==> src/rtl/pipelined_add_sub_pkg.sv <==
// rtl/pipelined_add_sub_pkg.sv - stage count and parameter legality helpers for pipelined_add_sub
package add_sub_pkg;

  // Number of pipeline stages: one SLICE-bit ripple slice per stage.
  function automatic int add_sub_stages(input int width, input int slice);
    return width / slice;
  endfunction

  // Operands must be at least 2 bits and split evenly into slices.
  function automatic bit add_sub_legal(input int width, input int slice);
    return (width >= 2) && (slice >= 1) && ((width % slice) == 0);
  endfunction

endpackage

==> src/rtl/pipelined_add_sub_if.sv <==
// rtl/pipelined_add_sub_if.sv - operand/result stream bundle for pipelined_add_sub
interface pipelined_add_sub_if #(
  parameter int WIDTH = 8
);

  logic             in_valid;
  logic             in_ready;
  logic [WIDTH-1:0] a;
  logic [WIDTH-1:0] b;
  logic             sub;
  logic             cin;
  logic             out_valid;
  logic             out_ready;
  logic [WIDTH-1:0] sum;
  logic             cout;
  logic             ovf;

  // Arithmetic block side.
  modport slave (
    input  in_valid, a, b, sub, cin, out_ready,
    output in_ready, out_valid, sum, cout, ovf
  );

  // Producer/consumer side.
  modport master (
    output in_valid, a, b, sub, cin, out_ready,
    input  in_ready, out_valid, sum, cout, ovf
  );

endinterface

==> src/rtl/pipelined_add_sub_slice.sv <==
// rtl/pipelined_add_sub_slice.sv - combinational SLICE-bit ripple adder
module add_slice #(
  parameter int SLICE = 4
) (
  input  logic [SLICE-1:0] a,
  input  logic [SLICE-1:0] b,
  input  logic             cin,
  output logic [SLICE-1:0] s,
  output logic             cout,
  output logic             msb_cin
);

  logic [SLICE:0] c;

  // Ripple the carry bit by bit; c[i] is the carry into bit i.
  always_comb begin
    c    = '0;
    s    = '0;
    c[0] = cin;
    for (int i = 0; i < SLICE; i++) begin
      s[i]   = a[i] ^ b[i] ^ c[i];
      c[i+1] = (a[i] & b[i]) | (a[i] & c[i]) | (b[i] & c[i]);
    end
  end

  assign cout    = c[SLICE];
  assign msb_cin = c[SLICE-1];

endmodule

==> src/rtl/pipelined_add_sub.sv <==
// rtl/pipelined_add_sub.sv - pipelined add/subtract with carry, overflow and stall flow control
module pipelined_add_sub
  import add_sub_pkg::*;
#(
  parameter int WIDTH = 8,
  parameter int SLICE = 4
) (
  input  logic                clk,
  input  logic                rst,
  pipelined_add_sub_if.slave  bus
);

  localparam int STAGES = add_sub_stages(WIDTH, SLICE);

  if (!add_sub_legal(WIDTH, SLICE)) begin : g_bad_params
    $error("pipelined_add_sub: WIDTH must be >= 2 and a multiple of SLICE");
  end

  // Per-stage registers. a_r/b_r carry operand bits still to be resolved
  // (b_r already holds the effective operand, so the add/sub mode travels
  // with the beat); s_r accumulates the resolved sum slices.
  logic [STAGES-1:0] v_r;
  logic [WIDTH-1:0]  a_r [STAGES];
  logic [WIDTH-1:0]  b_r [STAGES];
  logic [WIDTH-1:0]  s_r [STAGES];
  logic              c_r [STAGES];
  logic              ovf_r;

  logic advance;

  // Global stall: the whole pipe moves only when the output slot frees up.
  assign advance      = !v_r[STAGES-1] || bus.out_ready;
  assign bus.in_ready = advance && !rst;

  assign bus.out_valid = v_r[STAGES-1];
  assign bus.sum       = s_r[STAGES-1];
  assign bus.cout      = c_r[STAGES-1];
  assign bus.ovf       = ovf_r;

  for (genvar k = 0; k < STAGES; k++) begin : g_stage
    logic             v_src;
    logic [WIDTH-1:0] a_src;
    logic [WIDTH-1:0] b_src;
    logic [WIDTH-1:0] s_src;
    logic             c_src;
    logic [SLICE-1:0] s_slice;
    logic             c_slice;
    logic             m_slice;
    logic [WIDTH-1:0] s_next;

    if (k == 0) begin : g_first
      // Stage 0 forms the effective operand and carry from the raw inputs.
      assign v_src = bus.in_valid;
      assign a_src = bus.a;
      assign b_src = bus.sub ? ~bus.b : bus.b;
      assign c_src = bus.sub ? ~bus.cin : bus.cin;
      assign s_src = '0;
    end else begin : g_next
      assign v_src = v_r[k-1];
      assign a_src = a_r[k-1];
      assign b_src = b_r[k-1];
      assign c_src = c_r[k-1];
      assign s_src = s_r[k-1];
    end

    add_slice #(
      .SLICE (SLICE)
    ) u_slice (
      .a       (a_src[k*SLICE +: SLICE]),
      .b       (b_src[k*SLICE +: SLICE]),
      .cin     (c_src),
      .s       (s_slice),
      .cout    (c_slice),
      .msb_cin (m_slice)
    );

    // Merge this stage's resolved slice into the partial sum.
    always_comb begin
      s_next                    = s_src;
      s_next[k*SLICE +: SLICE]  = s_slice;
    end

    // Stage register: cleared on reset, held while stalled.
    always_ff @(posedge clk) begin
      if (rst) begin
        v_r[k] <= 1'b0;
        a_r[k] <= '0;
        b_r[k] <= '0;
        s_r[k] <= '0;
        c_r[k] <= 1'b0;
      end else if (advance) begin
        v_r[k] <= v_src;
        a_r[k] <= a_src;
        b_r[k] <= b_src;
        s_r[k] <= s_next;
        c_r[k] <= c_slice;
      end
    end

    if (k == STAGES - 1) begin : g_ovf
      // Signed overflow: carry into the MSB differs from carry out of it.
      always_ff @(posedge clk) begin
        if (rst) begin
          ovf_r <= 1'b0;
        end else if (advance) begin
          ovf_r <= m_slice ^ c_slice;
        end
      end
    end
  end

endmodule

==> src/flat_wrapper.sv <==
// flat-port wrapper written by rule: the top's interface ports become plain ports
module pipelined_add_sub_flat import add_sub_pkg::*;
#(
  parameter int WIDTH = 8,
  parameter int SLICE = 4
)
  (clk, rst, bus_in_valid, bus_a, bus_b, bus_sub, bus_cin, bus_out_ready, bus_in_ready, bus_out_valid, bus_sum, bus_cout, bus_ovf);
  pipelined_add_sub_if #(.WIDTH(WIDTH)) bus_i ();
  input  logic clk;
  input  logic rst;
  input wire logic [$bits(bus_i.in_valid)-1:0] bus_in_valid;
  input wire logic [$bits(bus_i.a)-1:0] bus_a;
  input wire logic [$bits(bus_i.b)-1:0] bus_b;
  input wire logic [$bits(bus_i.sub)-1:0] bus_sub;
  input wire logic [$bits(bus_i.cin)-1:0] bus_cin;
  input wire logic [$bits(bus_i.out_ready)-1:0] bus_out_ready;
  output wire logic [$bits(bus_i.in_ready)-1:0] bus_in_ready;
  output wire logic [$bits(bus_i.out_valid)-1:0] bus_out_valid;
  output wire logic [$bits(bus_i.sum)-1:0] bus_sum;
  output wire logic [$bits(bus_i.cout)-1:0] bus_cout;
  output wire logic [$bits(bus_i.ovf)-1:0] bus_ovf;
  assign bus_i.in_valid = bus_in_valid;
  assign bus_i.a = bus_a;
  assign bus_i.b = bus_b;
  assign bus_i.sub = bus_sub;
  assign bus_i.cin = bus_cin;
  assign bus_i.out_ready = bus_out_ready;
  assign bus_in_ready = bus_i.in_ready;
  assign bus_out_valid = bus_i.out_valid;
  assign bus_sum = bus_i.sum;
  assign bus_cout = bus_i.cout;
  assign bus_ovf = bus_i.ovf;
  pipelined_add_sub #(.WIDTH(WIDTH), .SLICE(SLICE)) u_core (.clk(clk), .rst(rst), .bus(bus_i));
endmodule
==> config.mk <==
export PLATFORM = sky130hd
export DESIGN_NAME = pipelined_add_sub_flat
export DESIGN_NICKNAME = d
export VERILOG_FILES = /design/src/rtl/pipelined_add_sub_pkg.sv /design/src/rtl/pipelined_add_sub_if.sv /design/src/rtl/pipelined_add_sub_slice.sv /design/src/rtl/pipelined_add_sub.sv /design/src/flat_wrapper.sv
export SDC_FILE = /design/constraint.sdc
export NUM_CORES = 1
export LEC_CHECK = 0
export ABC_CLOCK_PERIOD_IN_PS = 2700
export CAP_MARGIN = 30
export CORE_ASPECT_RATIO = 2
export CORE_MARGIN = 5
export CORE_UTILIZATION = 46
export DETAILED_ROUTE_END_ITERATION = 10
export GPL_ROUTABILITY_DRIVEN = 0
export PLACE_DENSITY = 0.77
export SETUP_SLACK_MARGIN = 0.02
export SLEW_MARGIN = 20
export SYNTH_ARGS = -nofsm -noshare
export SYNTH_HDL_FRONTEND = slang
export SYNTH_SLANG_ARGS = --single-unit
export TNS_END_PERCENT = 20
==> constraint.sdc <==
create_clock -name clk -period 2.7 [get_ports clk]
set_input_delay 0.54 -clock clk [delete_from_list [all_inputs] [get_ports clk]]
set_output_delay 0.54 -clock clk [all_outputs]
set_load 0.05 [all_outputs]
* Word-level counts from Yosys, hierarchy flattened
Memory sizes are Yosys's and may differ from the RTL's.
Cells that the tools add are included.
** Operators by class
- Shift-type cells :: 0
- Divide/modulo/power cells :: 0
- Equality and inequality tests :: 0
- Reductions and logical operators :: 4
- Bitwise gates (word level) :: 67
- $lt $le $gt $ge :: 0
- $add $sub $neg :: 0
- Multipliers :: 0
- Multiplexer cells :: 15
** Operator list (count)
- $mux 8 :: 7
- $and 1x1->1 :: 24
- $or 1x1->1 :: 24
- $xor 1x1->1 :: 17
- $mux 1 :: 8
- $not 8->8 :: 1
- $logic_not 1->1 :: 2
- $logic_and 1x1->1 :: 1
- $logic_or 1x1->1 :: 1
- $not 1->1 :: 1
** Word-level totals
- Bits in latches :: 0
- Memory bits (writable) :: 50
- Memories kept :: 4
- Output and inout port bits :: 12
- Memory bits (read-only) :: 0
- Register bits :: 3
- Input port bits :: 22
** Memories
- u_core.a_r :: words 2, bits a word 8, read ports 1, clocked after Yosys merged registers in 0, write ports 2, RTL line pipelined_add_sub.sv:23 : logic [WIDTH-1:0] a_r [STAGES];
- u_core.b_r :: words 2, bits a word 8, read ports 1, clocked after Yosys merged registers in 0, write ports 2, RTL line pipelined_add_sub.sv:24 : logic [WIDTH-1:0] b_r [STAGES];
- u_core.s_r :: words 2, bits a word 8, read ports 2, clocked after Yosys merged registers in 0, write ports 2, RTL line pipelined_add_sub.sv:25 : logic [WIDTH-1:0] s_r [STAGES];
- u_core.c_r :: words 2, bits a word 1, read ports 2, clocked after Yosys merged registers in 0, write ports 2, RTL line pipelined_add_sub.sv:26 : logic c_r [STAGES];

* Logic depth before layout (Yosys ltp)
- Depth in word-level cells :: 15
- Gate-level depth with buffers :: 9

* Cells and area by module
A second synthesis with hierarchy kept.
** Unflattened totals
- Cells, all modules :: 97
- Area total of the unflattened synthesis :: 1260.0 µm²
** Modules (own cells, without submodules)
- pipelined_add_sub :: cells an instance 69, seq. area each 720.7 µm², area an instance 1024.7 µm², times used 1
- add_slice :: cells an instance 14, seq. area each 0.0 µm², area an instance 117.6 µm², times used 2

* Least setup slack after synthesis
No wires, ideal clock.
- Path kind :: input port to flip-flop
- Start point :: input bus_sub
- End point :: memory u_core.s_r[0][3] (data pin)
- Setup slack :: 171 ps
- Data required time :: 2562 ps
- Path buffers :: 1
- Stages on the path :: 8
- Data arrival time :: 2391 ps
- Path through :: buf_2 -> xor2_1 -> fa_1 -> fa_1 -> inv_1 -> fa_1 -> fa_1 -> nor2_1
** RTL lines
- from (decl) :: RTL line flat_wrapper.sv:14 : input wire logic [$bits(bus_i.sub)-1:0] bus_sub;
- to (decl) :: RTL line pipelined_add_sub.sv:25

==> flow_summary.json <==
{
  "avgRoutedWirePerCell_um": 13.16,
  "floorplan.die_area_um2": 3808,
  "power.static_leakage_nw": 0.6544,
  "insertedDiodeCount": 0,
  "p_int_uw": 680.7,
  "multi_input_area_um2": 435.4,
  "routed_wirelength_um": 2001,
  "grt.total_usage": 0.1202,
  "min-delay-path-class": "reg -> reg",
  "pin_count": 34,
  "clkPwrFrac": 0.223,
  "combPwrFrac": 0.261,
  "fillers": 208,
  "timing_max_transition_violations_final": 0,
  "ctsLongestPathBuffers": 2,
  "hold_path.startpoint": "u_core.g_stage[1].v_src",
  "die-height_um": 82.42,
  "via_count": 718,
  "syn2layout_area_growth_pct": 35.48,
  "final_min_period_over_clock_period": 0.9553,
  "netlist_area_um2": 1206,
  "first_pass_grt_wire_length_um": 3249,
  "met3RoutedLength_um": 115,
  "maximum_achievable_frequency_mhz": 387.7,
  "buffer_ports.inserted": 33,
  "power.switching_uw": 255.9,
  "avgViaCountPerCell": 4.724,
  "share_of_final_layout_standard_cells_stronger_than_drive_strength_1": 0.09677,
  "first_global_vias": 806,
  "worst_slack_at_placement_ns": -0.3546,
  "final_antenna_net_count": 0,
  "power-per-cell-area_nw_per_um2": 573.2,
  "detailedRoute.firstPassIterationCount": 5,
  "drt-met1-wl_um": 621,
  "synth_area_per_cell_um2": 13.71,
  "rsz0062_at_grt": "false",
  "layout_min_cycle_time_ns": 2.579,
  "grt_antenna_before_repair": 0,
  "pin_count_of_the_biggest_net_entering_global_routing": 23,
  "ir_worst_vdd_uv": 347.3,
  "routed-wl-met2_um": 1248,
  "synth_largest_area_cell": "sky130_fd_sc_hd__edfxtp_1",
  "clock_latency_ns": 0.26,
  "layout_commonest_cell": "sky130_fd_sc_hd__clkdlybuf4s50_1",
  "grt_remaining_overflow": 0,
  "syn-num-nets": 118,
  "crit_type": "in -> reg",
  "htreeDepth": 1,
  "ys_seq_area_frac": 0.5975,
  "setup_tns_final_ns": 0,
  "worst_ep_required_time_ns": 2.71,
  "dieWidth_um": 46.21,
  "ff2ff_setup_slack_ns": 0.38,
  "reg2reg_from": "u_core.a_r[0][4]",
  "hold_violations": 0,
  "drc": 0,
  "clock_sinks": 25,
  "power.share.switching": 0.2732,
  "holdBufCountCts": 0,
  "initial_utilization": 0.4753,
  "cts-buffers-inserted": 3,
  "setup.worst_path.start": "bus_cin",
  "timing.final.ws_setup_ns": 0.1207,
  "seqPwrFrac": 0.516,
  "timing.max_cap.violations": 0,
  "routed.top_layer": "met4",
  "clkSlewWorstSetupHoldPaths_ns": 0.08,
  "ys.warnings.count": 0,
  "seq_cell_area_um2": 720.7,
  "dr.first_iter.drc_count": 21,
  "netlist-cell-type-count": 17,
  "critPathCaptureType": "register",
  "run_status": "finished, final reports clean",
  "synth_seq_cells": 25,
  "finalCoreUtilization": 0.6440,
  "critical_path_peak_fanout": 1,
  "mostFrequentLayoutCells": "sky130_fd_sc_hd__clkdlybuf4s50_1 (30), sky130_fd_sc_hd__edfxtp_1 (22), sky130_fd_sc_hd__nor2_1 (12), sky130_fd_sc_hd__and2_1 (12), sky130_fd_sc_hd__inv_1 (10)",
  "slew_headroom": 0.6638,
  "tritoncts": "built",
  "synth_cells": 88,
  "worst_slew_pin_slew_ns": 0.5028,
  "ys_top_cells_by_area": "sky130_fd_sc_hd__edfxtp_1 (55%), sky130_fd_sc_hd__fa_1 (13%), sky130_fd_sc_hd__and2_1 (6.2%)",
  "cts_setup_buffers": 0,
  "worst_ep_arrival_time_ns": 2.59,
  "synth_largest_type_area_fraction": 0.5477,
  "placementRows": 26,
  "timing.clock.skew_ns": 0.003564,
  "cts_root_buf": "sky130_fd_sc_hd__clkbuf_8",
  "design.final.nets": 155,
  "timing.critical_path.from_type": "input pin",
  "detailedPlacementHpwl_um": 1678,
  "timing.final.setup_violations": 0,
  "core_region_area_um2": 2537
}
state kept, by name, summed over array words and instances, names as in the netlist:
register and count:
u_core.a_r 4, u_core.b_r 4, u_core.bus.out_valid 1, u_core.bus.ovf 1, u_core.c_r 2, u_core.g_stage.v_src 1, u_core.s_r 12
layout make-up:
class | instances | area share
sequential | 25 | 0.4410
multi-input combinational | 49 | 0.2665
timing repair buffer | 35 | 0.2182
clock buffer | 4 | 0.02757
inverter | 11 | 0.02527
tap | 28 | 0.02144
cells in the mapped netlist (all sizes together):
cell	n
nor2	13
xor2	4
fa	8
dfxtp	3
nor2b	1
buf	3
xnor2	6
o21ai	1
inv	11
edfxtp	22
or2	1
nand3b	1
nand2b	1
and2	12
mux2i	1
worst paths after layout:
check,to,depth (start not counted)
min,u_core.bus.out_valid,2
max reg2reg,u_core.s_r[1][7],8
min reg2reg,u_core.bus.out_valid,2
max,u_core.s_r[0][3],8
layer usage:
metal  up-vias  global-route usage
li1        345                   -
met1       349              0.1100
met2        22              0.2293
met3         2             0.02386
met4         0             0.06268
met5         -                   0
critical path, cell delays in order:
cell	delay, ns
sky130_fd_sc_hd__clkdlybuf4s50_1	0.47
sky130_fd_sc_hd__xor2_1	0.20
sky130_fd_sc_hd__fa_2	0.24
sky130_fd_sc_hd__fa_1	0.16
sky130_fd_sc_hd__inv_1	0.05
sky130_fd_sc_hd__fa_1	0.37
sky130_fd_sc_hd__fa_1	0.52
sky130_fd_sc_hd__nor2_2	0.04
per-stage QoR:
stage / power [mW] / hold WS, ns / cells / instance area [um^2]
2_1_floorplan: 0.6419 / 0.4401 / 88 / 1206
3_3_place_gp: 0.7217 / 0.4450 / 148 / 1575
3_5_place_dp: 0.7383 / 0.4860 / 148 / 1575
4_1_cts: 0.9448 / 0.4959 / 152 / 1622
5_1_grt: 0.9828 / 0.5126 / 152 / 1634
6_report: 0.9367 / 0.4947 / 152 / 1634
cell families (layout without fill, tap and decap cells):
group	after synthesis	after routing	synth area share
simple gates	29	29	0.1328
flops	25	25	0.5975
buf+inv	14	50	0.05187
xor+xnor	10	10	0.07261
fa+ha+maj	8	8	0.1328
compound gates	1	1	0.004145
mux	1	1	0.008299
power groups by stage:
stage               registers [mW]  clock network (mW)  logic (mW)
floorplan                    0.560                   0      0.0818
global placement             0.488                   0       0.233
detailed placement           0.494                   0       0.245
CTS                          0.485               0.214       0.246
global route                 0.487               0.230       0.265
finish                       0.483               0.209       0.245
repair_timing:
item                       4_1_cts  5_1_grt
pin swaps                        0        2
setup endpoints to repair        1        1
gates resized for setup          2        3
Power figures use the tool's default switching activity.
